## src/rtl/apb_poly_perimetr.sv

```systemverilog
// ---------------------------------------------------------------------------
// apb_poly_perimetr
//
// APB slave that holds a bank of side-length registers and, on request,
// sums them into a polygon perimeter. In rectangle mode only the first two
// sides are summed and the total is doubled. The sum is built one side per
// clock in a wide accumulator. Bits that do not fit in DATA_W raise the OVF
// status flag instead of silently wrapping.
//
// Register map (byte addresses, PADDR[7:0] decoded, PADDR[1:0] ignored):
//   0x00 + 4*i  SIDE[i]  RW   i < N_SIDES
//   0x40        CTRL     WO   bit0 START (self-clearing), bit1 RECT; reads 0
//   0x44        STATUS   RO   bit0 BUSY, bit1 DONE, bit2 OVF
//   0x48        RESULT   RO
//
// Ports:
//   PCLK     in   APB clock, all state changes on the rising edge
//   PRESET   in   asynchronous active-high reset
//   PSEL     in   slave select
//   PENABLE  in   access-phase strobe
//   PWRITE   in   1 = write, 0 = read
//   PADDR    in   byte address
//   PWDATA   in   write data, bits above DATA_W ignored
//   PRDATA   out  read data, zero-extended from DATA_W
//   PREADY   out  low only while a RESULT read waits for the computation
//   PSLVERR  out  error response for bad addresses and illegal writes
// ---------------------------------------------------------------------------
module apb_poly_perimetr #(
  parameter int N_SIDES = 4,
  parameter int DATA_W  = 32
) (
  input  logic        PCLK,
  input  logic        PRESET,
  input  logic        PSEL,
  input  logic        PENABLE,
  input  logic        PWRITE,
  input  logic [31:0] PADDR,
  input  logic [31:0] PWDATA,
  output logic [31:0] PRDATA,
  output logic        PREADY,
  output logic        PSLVERR
);

  // Five spare bits cover sixteen full-scale sides, doubled in rect mode.
  localparam int ACC_W = DATA_W + 5;
  localparam int IDX_W = 5;

  localparam logic [5:0] CTRL_WORD   = 6'h10;
  localparam logic [5:0] STATUS_WORD = 6'h11;
  localparam logic [5:0] RESULT_WORD = 6'h12;

  typedef enum logic [1:0] {
    IDLE  = 2'd0,
    ACCUM = 2'd1,
    FINAL = 2'd2
  } state_t;

  state_t             state_q, state_d;
  logic [DATA_W-1:0]  side_q [N_SIDES];
  logic [DATA_W-1:0]  side_d [N_SIDES];
  logic [ACC_W-1:0]   accum_q, accum_d;
  logic [IDX_W-1:0]   index_q, index_d;
  logic               rectMode_q, rectMode_d;
  logic [DATA_W-1:0]  result_q, result_d;
  logic               done_q, done_d;
  logic               ovf_q, ovf_d;

  logic [5:0]         wordAddr;
  logic               isSide, isCtrl, isStatus, isResult, isMapped;
  logic               busy, accessPhase, stall, xferErr, wrAccept, startReq;
  logic [DATA_W-1:0]  addrSide, indexSide;
  logic [IDX_W-1:0]   lastIndex;
  logic [ACC_W-1:0]   accumFinal;
  logic               unusedAddr;

  // Only the word offset inside the low address byte selects a register.
  assign wordAddr   = PADDR[7:2];
  assign unusedAddr = ^{PADDR[31:8], PADDR[1:0]};

  generate
    if (DATA_W < 32) begin : g_unusedWdata
      logic unusedWdata;
      assign unusedWdata = ^PWDATA[31:DATA_W];
    end
  endgenerate

  assign isSide   = ({26'd0, wordAddr} < 32'(N_SIDES));
  assign isCtrl   = (wordAddr == CTRL_WORD);
  assign isStatus = (wordAddr == STATUS_WORD);
  assign isResult = (wordAddr == RESULT_WORD);
  assign isMapped = isSide | isCtrl | isStatus | isResult;

  assign busy        = (state_q != IDLE);
  assign accessPhase = PSEL & PENABLE;

  // A RESULT read issued mid-computation is held off until BUSY has dropped,
  // so the master always receives the finished value.
  assign stall  = accessPhase & ~PWRITE & isResult & busy;
  assign PREADY = ~stall;

  // Side and control registers are frozen while the sum is in flight.
  assign xferErr = ~isMapped
                 | (PWRITE & (isStatus | isResult))
                 | (PWRITE & busy & (isSide | isCtrl));

  assign PSLVERR  = accessPhase & xferErr & ~PRESET;
  assign wrAccept = accessPhase & PWRITE & ~xferErr;
  assign startReq = wrAccept & isCtrl & PWDATA[0];

  // The rectangle run stops after SIDE[1]; a full run visits every side.
  assign lastIndex  = rectMode_q ? IDX_W'(1) : IDX_W'(N_SIDES - 1);
  assign accumFinal = rectMode_q ? {accum_q[ACC_W-2:0], 1'b0} : accum_q;

  // Side register selected by the bus address and by the accumulate index.
  always_comb begin
    addrSide  = '0;
    indexSide = '0;
    for (int i = 0; i < N_SIDES; i++) begin
      if (wordAddr == 6'(i)) addrSide = side_q[i];
      if (index_q == IDX_W'(i)) indexSide = side_q[i];
    end
  end

  // Read data is driven during both APB phases of a read and is zero for
  // writes, unmapped addresses and the write-only CTRL register.
  always_comb begin
    PRDATA = '0;
    if (PSEL && !PWRITE && !PRESET) begin
      if (isSide)        PRDATA = 32'(addrSide);
      else if (isStatus) PRDATA = {29'd0, ovf_q, done_q, busy};
      else if (isResult) PRDATA = 32'(result_q);
    end
  end

  // Next-state logic: register writes plus the IDLE -> ACCUM -> FINAL walk.
  always_comb begin
    state_d    = state_q;
    side_d     = side_q;
    accum_d    = accum_q;
    index_d    = index_q;
    rectMode_d = rectMode_q;
    result_d   = result_q;
    done_d     = done_q;
    ovf_d      = ovf_q;

    for (int i = 0; i < N_SIDES; i++) begin
      if (wrAccept && isSide && (wordAddr == 6'(i))) begin
        side_d[i] = PWDATA[DATA_W-1:0];
      end
    end

    case (state_q)
      IDLE: begin
        if (startReq) begin
          state_d    = ACCUM;
          accum_d    = '0;
          index_d    = '0;
          rectMode_d = PWDATA[1];
          done_d     = 1'b0;
          ovf_d      = 1'b0;
        end
      end
      ACCUM: begin
        accum_d = accum_q + ACC_W'(indexSide);
        index_d = index_q + IDX_W'(1);
        if (index_q == lastIndex) state_d = FINAL;
      end
      FINAL: begin
        result_d = accumFinal[DATA_W-1:0];
        ovf_d    = |accumFinal[ACC_W-1:DATA_W];
        done_d   = 1'b1;
        state_d  = IDLE;
      end
      default: state_d = IDLE;
    endcase
  end

  // State registers; reset abandons any computation in progress.
  always_ff @(posedge PCLK or posedge PRESET) begin
    if (PRESET) begin
      state_q    <= IDLE;
      accum_q    <= '0;
      index_q    <= '0;
      rectMode_q <= 1'b0;
      result_q   <= '0;
      done_q     <= 1'b0;
      ovf_q      <= 1'b0;
      for (int i = 0; i < N_SIDES; i++) side_q[i] <= '0;
    end else begin
      state_q    <= state_d;
      accum_q    <= accum_d;
      index_q    <= index_d;
      rectMode_q <= rectMode_d;
      result_q   <= result_d;
      done_q     <= done_d;
      ovf_q      <= ovf_d;
      for (int i = 0; i < N_SIDES; i++) side_q[i] <= side_d[i];
    end
  end

endmodule
```

## config.mk

```make
export PLATFORM = sky130hd
export DESIGN_NAME = apb_poly_perimetr
export DESIGN_NICKNAME = d
export VERILOG_FILES = /design/src/rtl/apb_poly_perimetr.sv
export SDC_FILE = /design/constraint.sdc
export NUM_CORES = 1
export LEC_CHECK = 0
export BUFFER_PORTS_ARGS = -buffer_cell sky130_fd_sc_hd__buf_2
export CAP_MARGIN = 40
export CELL_PAD_IN_SITES_DETAIL_PLACEMENT = 1
export CELL_PAD_IN_SITES_GLOBAL_PLACEMENT = 2
export CORE_ASPECT_RATIO = 0.75
export CORE_MARGIN = 3
export CORE_UTILIZATION = 35
export DETAILED_ROUTE_END_ITERATION = 10
export GPL_TIMING_DRIVEN = 0
export PLACE_DENSITY = 0.69
export SLEW_MARGIN = 25
export SYNTH_ARGS = -nofsm -noshare
export SYNTH_HDL_FRONTEND = slang
export SYNTH_SLANG_ARGS = --single-unit
```

## constraint.sdc

```tcl
create_clock -name PCLK -period 7.25 [get_ports PCLK]
set_input_delay 0.3625 -clock PCLK [delete_from_list [all_inputs] [get_ports PCLK]]
set_output_delay 0.3625 -clock PCLK [all_outputs]
set_load 0.05 [all_outputs]
```

* Yosys cells after proc, flatten, opt, wreduce, memory -nomap -nowiden
Index checks and enable logic that the tools add are counted.
Storage, ports and cells: bits in registers 207, bits in latches 0, memory bits (writable) 0, memory bits (read-only) 0, input port bits 69, output and inout bits 34, memories 0
Cells by class: add/subtract/negate cells 2, $mul 0, divide/modulo/power cells 0, $lt $le $gt $ge 1, equal/unequal tests 14, shift-type cells 0, mux-type cells 24, bitwise operators 24, reduce and logical (&&, ||, !) cells 20
Operators by type and width (number):
- $mux W32 | 12
- $mux W37 | 2
- $pmux W37 S2 | 1
- $add A37 B32 Y37 | 1
- $eq A6 B5 Y1 const B | 3
- $and A1 B1 Y1 | 13
- $eq A6 B2 Y1 const B | 2
- $eq A5 B2 Y1 const B | 2
- $pmux W5 S2 | 1
- $reduce_and A2 Y1 | 4
- $logic_and A1 B1 Y1 | 7
- $eq A6 B1 Y1 const B | 1
- $logic_not A6 Y1 | 1
- $lt A6 B3 Y1 const B | 1
- $mux W2 | 3
- $or A1 B1 Y1 | 6
- $reduce_bool A2 Y1 | 3
- $add A5 B1 Y5 const B | 1
- $eq A5 B1 Y1 const B | 1
- $eq A5 B2 Y1 | 1
- $logic_not A5 Y1 | 1
- $mux W5 | 1
- $not A1 Y1 | 5
- $reduce_or A5 Y1 | 1
- 8 further kinds | 11

* Depth between registers and ports, before layout
Gate-level depths: netlist (run 1).
word-level depth 13, mapped depth 20, depth with buffers taken out 18

* Least setup slack after synthesis (run 1)
OpenSTA, ideal clock, no wires.
path type reg-to-reg, start point register index_q[1], end point register accum_q[30], setup time 0.134 ns, arrival time 3.729 ns, data required time 7.116 ns, path slack 3.387 ns, cell stages (with the launch flop) 21, clock period less this slack 3.863 ns, cell sequence dfrtp_1 inv_1 ha_1 and2_1 clkbuf_1 clkbuf_1 a22oi_1 nand2_1 o21ai_0 o21ai_0 ha_1 fa_1 a21o_1 and4_2 o21ai_1 o21ai_0 a21oi_1 o21ai_1 a311oi_1 xor2_1 o21ai_0
On the way: longest elaborated chain between the ends 7, elaborated cells on any way between the ends 10, those cells by class add/sub (1); eq/ne (3); mux (5); reduce/logical (1)
RTL lines:
- start, declared | RTL line 62 | logic [IDX_W-1:0] index_q, index_d;
- start signal, assigned | RTL line 192 | index_q <= index_d;
- $logic_not A5 Y1 | RTL line 120 | if (index_q == IDX_W'(i)) indexSide = side_q[i];
- $mux W32 (3 in a row) | RTL line 120
- $mux W32 * | RTL line 120
- $add A37 B32 Y37 * | RTL line 164 | accum_d = accum_q + ACC_W'(indexSide);
- $pmux W37 S2 * | RTL line 152 | case (state_q)
- end signal, assigned | RTL line 191 | accum_q <= accum_d;
- end, declared | RTL line 61 | logic [ACC_W-1:0] accum_q, accum_d;
Mark *: on every way between the ends. The rest lies on a longest branch, timed or not. A chain may end at the register's enable or synchronous reset.

* Worst setup path after layout (run 1)
start point register index_q[2], end point register accum_q[30]
The elaborated chain is that of the path after synthesis.

==> results of run 1 <==
-- worst paths after layout --
path                                       endpoint  slack [ps]  depth (start not counted)
min                         side_q[106]$_DFFE_PP0P_          90                          2
max reg2reg                 accum_q[30]$_DFFE_PP0P_        1650                         18
min in group asynchronous  result_q[28]$_DFFE_PP0P_         420                          3
min reg2reg                 accum_q[36]$_DFFE_PP0P_         480                          1
max                         accum_q[30]$_DFFE_PP0P_        1650                         18
max in group asynchronous    side_q[96]$_DFFE_PP0P_        5670                          5
-- power groups by stage --
stage	Clock (mW)	Combinational [mW]	Sequential, mW
after floorplan	0	0.537	1.37
after global placement	0	0.712	1.43
after detailed placement	0	0.729	1.43
after CTS	1.26	0.737	1.42
after global routing	1.31	0.828	1.44
final	1.23	0.735	1.41
-- state kept, by name, indices dropped and copies added, names as in the netlist --
name and count:
side_q 128, state_q 2, result_q 32, accum_q 37, done_q 1, ovf_q 1
index_q 5, rectMode_q 1
-- cells by family (layout without fill, tap and decap cells) --
kind of cell	count (synthesis)	count (layout)	share of synthesized area, %
fa+ha+maj	40	40	4.19
mux	198	198	21.1
xor+xnor	29	29	2.10
simple gates	289	289	10.6
flops	207	207	42.9
buf+inv	91	217	3.24
compound gates	302	302	15.8
-- timing repair --
item	CTS	global route
endpoints found under the setup margin	0	0
hold buffers	1	0
endpoints found under the hold margin	51	0
-- per-layer routing --
| metal | global-route usage, % | part of all wire, % |
|---|---|---|
| met1 | 35.9 | 51 |
| met4 | 3.47 | 1.4 |
| met2 | 33.9 | 43 |
| met5 | 0 | 0.031 |
| met3 | 4.47 | 4.0 |
-- placed cells by master (no fill, tap or decap), types with 18 or more instances in the layout --
master	n
a21oi_1	35
mux2i_1	37
a21o_1	21
dfrtp_1	207
buf_2	87
clkbuf_16	24
mux2_2	129
mux4_2	32
clkbuf_1	58
xor2_1	18
a22oi_1	63
ha_1	38
nand2_1	164
nor2_1	47
nand3_1	19
o21ai_0	137
-- worst max-delay path, stage by stage (launching register included) --
cell,delay [ps]
dfrtp_1,430
nor3_1,450
and3b_1,230
clkbuf_1,330
clkbuf_1,520
a22oi_1,160
nand2_1,100
o21ai_0,80
o21ai_0,710
ha_1,440
a21oi_1,190
o21ai_0,120
nor3_1,200
o21ai_0,230
a21oi_1,380
o21ai_1,220
a311oi_1,350
xor2_1,210
o21ai_0,100
-- area by class of cell --
cell class	count	area, sq um	area share (%)
Tap cell	450	563	4.04
Timing Repair Buffer	83	484	3.48
Sequential cell	207	5180	37.2
Inverter	10	45.0	0.324
Clock inverter	10	103	0.737
Multi-Input combinational cell	858	6500	46.7
Buffer	81	355	2.55
Clock buffer	33	694	4.99
==> out/metrics.yaml, run 1 <==
p_total_mw: 3.38
synth_top_area_share_pct: 42.9
peakVddDrop_uv: 164
ios: 103
fin_util_pct: 41.3
fin_nets: 1373
required_ps: 7640
root_buffer: "clkbuf_16"
startpoint_type: "flip-flop"
fin_worst_skew_ps: 18.5
finalHoldViolCount: 0
drive_gt1_share_pct: 24.7
cts_buffer_depth: 3
setup_viol: 0
core_area_sq_um: 33700
clk_pin_slew_worst_paths_ps: 60
pwr-share-comb_pct: 21.8
dp.cells: 1683
grt.overflow.total: 0
regToRegStartpoint: "index_q[2]$_DFFE_PP0P_"
synth_top_area_cell: "dfrtp_1"
insertedDiodeCount: 0
preCtsSetupSlack_ps: 1820
min-delay-start: "PWDATA[10]"
cp_data_arrival_time_ps: 6000
ys_warn_count: 0
cts.repair.resized: 0
synthArstFlopShare_pct: 100
netlist_area_sq_um: 12100
end_kind: "flip-flop"
slew_viol_final: 0
ys_ff_latch: 207
tns_ps: 0
dr_total_vias: 9602
fin_cells: 1732
dp_hpwl_microns: 31300
dpl_cell_area_sq_um: 13100
drt_wl_total_microns: 42000
syn_avg_cell_area_sq_um: 10.4
drt-pass1-iter-count: 4
worstSkewPairLatency_ps: 550
avgRoutedWirePerCell_microns: 24.3
power.switching_mw: 1.11
power_density_nw_per_um2: 242
gp_congestion: 0.795
ys_seq_area_share_pct: 42.9
syn-num-nets: 1264
clock_power_share_pct: 36.3
rsz0062_at_grt: "false"
num_rows: 58
tightest_slew_ps: 951
ys.flop_type: "dfrtp_1"
n_fill_cell: 3795
critPathMaxFanout: 10
p_leak_nw: 6.54
p_int_mw: 2.27
fp.dieW_microns: 220
worstSetupPathType: "reg2reg"
holdCritPathClass: "in2reg"
ant_nets: 0
port_buffers: 73
syn_to_final_growth_pct: 15.4
track_usage_pct: 23.1
fmax_ghz: 0.178
cts_setup_buffers: 0
synth.most_common_cell: "dfrtp_1"
timing.slew.headroom_pct: 35.9
syn_inst: 1156
status: "finished, final reports clean"
cts_buffers: 24
max-cap-violations: 0
power_frac_seq_pct: 41.9
die_h_microns: 167
fin_ws_ps: 1650
ys_types: 64
drtIter0Drc: 621
cts_tree: "yes"
grt_first_pass_wirelength_microns: 64300
design_area_sq_um: 13900
dieArea_sq_um: 36800
drc: 0
synth_common_cells: "207 x dfrtp_1, 164 x nand2_1, 137 x o21ai_0"
grt_antenna_before_repair: 1
whs_ps: 87.8
grt_max_degree: 95
p_sw_share_pct: 32.9
yosys-top-cells-area: "dfrtp_1 43%, mux2_2 12%, mux4_2 6.0%"
finalCriticalPeriod_ps: 5600
start_util_pct: 35.8
setup.worst_path.start: "index_q[2]$_DFFE_PP0P_"
routed_via_density: 5.54
cts_num_sinks: 207
first_global_vias: 10100
htree_levels: 1
finalCritPeriodShare_pct: 77.3
synth-edff-count: 0
Note: power is estimated with default switching activity, not from simulation.
==> run 2, diff against run 1 <==
==> constraint.sdc (replaced) <==
create_clock -name PCLK -period 5.5 [get_ports PCLK]
set_input_delay 0.275 -clock PCLK [delete_from_list [all_inputs] [get_ports PCLK]]
set_output_delay 0.275 -clock PCLK [all_outputs]
set_load 0.05 [all_outputs]
==> run 2 against run 1 <==
Global-route usage up 0.18 points. Worst setup slack worse by 1300 ps. Die area did not move. Clock-buffer cell count increased by 2. Sequential share of layout area down 0.82 points. First-iteration DRC count up 8.1%. Register-to-register slack worse by 1300 ps. Critical path type unchanged. Sequential cell count stayed put. Power grew 35%. Core utilization is 0.93 points higher. Largest cell class unchanged. Clock power increased by 37%. Critical endpoint unchanged. Worst hold slack got worse by 66 ps.
==> out/metrics.yaml, run 2 (same netlist as run 1, synthesis figures left out) <==
dr_total_vias: 9815  # +2.2%
n_fill_cell: 3785  # -0.26%
core_area_sq_um: 33700  # unchanged
startpoint_type: "flip-flop"
finalCriticalPeriod_ps: 5170  # -437 ps
worstSkewPairLatency_ps: 550  # about the same
rsz0062_at_grt: "false"
cpMostUsedCell: "o21ai_0"
fin_nets: 1391  # +1.3%
cp_data_arrival_time_ps: 5570  # -430 ps
avgRoutedWirePerCell_microns: 24.3  # about the same
die_h_microns: 167  # unchanged
crit_slowest_cell: "o21ai_0"
required_ps: 5910  # -1730 ps
max-cap-violations: 0  # unchanged
finalCritPeriodShare_pct: 93.9  # +17 points
ant_nets: 0  # unchanged
critPathMaxFanout: 10  # unchanged
dp_hpwl_microns: 31800  # +1.5%
tightest_slew_ps: 979  # +27.7 ps
seq_area_sq_um: 5180  # unchanged
status: "finished, final reports clean"
crit_buf_inv: 2  # unchanged
drt_wl_total_microns: 42400  # +1.0%
drc: 0  # unchanged
slew_viol_final: 0  # unchanged
cts_setup_buffers: 0  # unchanged
ios: 103  # unchanged
final_cell_mix: "207 x dfrtp_1, 163 x nand2_1, 134 x o21ai_0"
setup_viol: 0  # unchanged
final_common_cell: "dfrtp_1"
root_buffer: "clkbuf_16"
insertedDiodeCount: 0  # unchanged
grt.overflow.total: 0  # unchanged
num_rows: 58  # unchanged
ff2ff_setup_slack_ps: 330  # -1310 ps
end_kind: "flip-flop"
cts_num_sinks: 207  # unchanged
drt-pass1-iter-count: 5  # +1
top_register: "side_q"
track_usage_pct: 23.3  # +0.18 points
critPathTopFamily: "compound AO/OA/AOI/OAI gates"
gr-usage-met3_pct: 3.16  # -1.3 points
worstSetupPathType: "reg2reg"
grt_use_met1_pct: 36.8  # +0.92 points
largest_reg_flops: 128  # unchanged
start_util_pct: 35.8  # unchanged
first_global_vias: 10200  # +0.91%
cts_tree: "yes"
met2_usage_pct: 33.9  # about the same
syn_to_final_growth_pct: 18.0
fmax_ghz: 0.194  # +8.5%
routed_via_density: 5.61  # +1.2%
tns_ps: 0  # unchanged
holdCritPathClass: "in2reg"
grt_busiest_layer: "met1"
dieArea_sq_um: 36800  # unchanged
power_density_nw_per_um2: 319  # +32%
gp_congestion: 0.808  # +1.6%
peakVddDrop_uv: 241  # +47%
fp.dieW_microns: 220  # unchanged
timing.slew.headroom_pct: 34.0  # -1.9 points
finalHoldViolCount: 0  # unchanged
htree_levels: 1  # unchanged
multi_input_area_sq_um: 6510  # +0.19%
cp_cell_sequence: "nor3_2 > and2_1 > clkbuf_1 > clkbuf_2 > a22oi_1 > nand2_1 > o21ai_0 > o21ai_0 > ha_1 > and4_1 > a221oi_1 > o21ai_0 > a21oi_1 > o21ai_1 > a311oi_1 > xor2_1 > o21ai_0"
drtIter0Drc: 671  # +8.1%
critPathMaxStageDelay_ps: 780  # +70 ps
grt_max_degree: 33  # -65%
fin_worst_skew_ps: 16.8  # -1.68 ps
p_leak_nw: 6.67  # +1.9%
grt_first_pass_wirelength_microns: 64900  # +1.0%
p_total_mw: 4.54  # +35%
drive_gt1_share_pct: 25.0  # +0.27 points
grt_antenna_before_repair: 1  # unchanged
port_buffers: 73  # unchanged
cts_buffers: 24  # unchanged
reg.largest.list: "side_q: 128 flops, accum_q: 37 flops, result_q: 32 flops"
cts_buffer_depth: 3  # unchanged
clk_pin_slew_worst_paths_ps: 60  # about the same
-- run 2: area by class of cell --
class / count / area share (%)
Multi-Input combinational cell: 858 / 45.7
Sequential cell: 207 / 36.4
Clock buffer: 35 / 5.00
Buffer: 80 / 2.50
Tap cell: 450 / 3.95
Timing Repair Buffer: 102 / 5.31
Clock inverter: 8 / 0.844
Inverter: 10 / 0.290
-- run 2: layer usage --
layer  vias up  part of all wire [%]
li1       4483                     -
met1      5145                    52
met2       135                    43
met3        50                   3.0
met4         2                   1.9
met5         -                 0.031
-- run 2: metrics by stage --
stage               std cells  utilization (%)  worst slack (ps)  area [sq um]  hold WS (ps)
CTS                      1750             42.2               111         14200         0.657
global placement         1679             38.5              10.7         13000           463
global route             1750             42.2              93.8         14200          17.6
finish                   1750             42.2               334         14200          21.4
detailed placement       1690             39.2             0.791         13200           353
floorplan                1156                -              1640         12100           425
-- run 2: worst paths after layout --
| path | start | endpoint | cells after the start |
|---|---|---|---|
| max | index_q[2]$_DFFE_PP0P_ | accum_q[30]$_DFFE_PP0P_ | 17 |
| min in group asynchronous | PRESET | side_q[122]$_DFFE_PP0P_ | 3 |
| max in group asynchronous | PRESET | accum_q[12]$_DFFE_PP0P_ | 7 |
| min | PWDATA[4] | side_q[100]$_DFFE_PP0P_ | 2 |
| max reg2reg | index_q[2]$_DFFE_PP0P_ | accum_q[30]$_DFFE_PP0P_ | 17 |
| min reg2reg | accum_q[36]$_DFFE_PP0P_ | accum_q[36]$_DFFE_PP0P_ | 1 |
-- run 2: repair_timing --
item / in CTS / in global routing
setup endpoints to repair: 4 / 10
hold buffers: 18 / 0
resized for setup: 4 / 7
hold endpoints to repair: 66 / 0
-- run 2: report_power, final --
part	leakage (nW)	total (mW)	switching [mW]	internal, mW
Sequential	2.62	1.87	0.198	1.67
Combinational	3.64	0.988	0.588	0.400
Clock	0.403	1.69	0.692	0.996
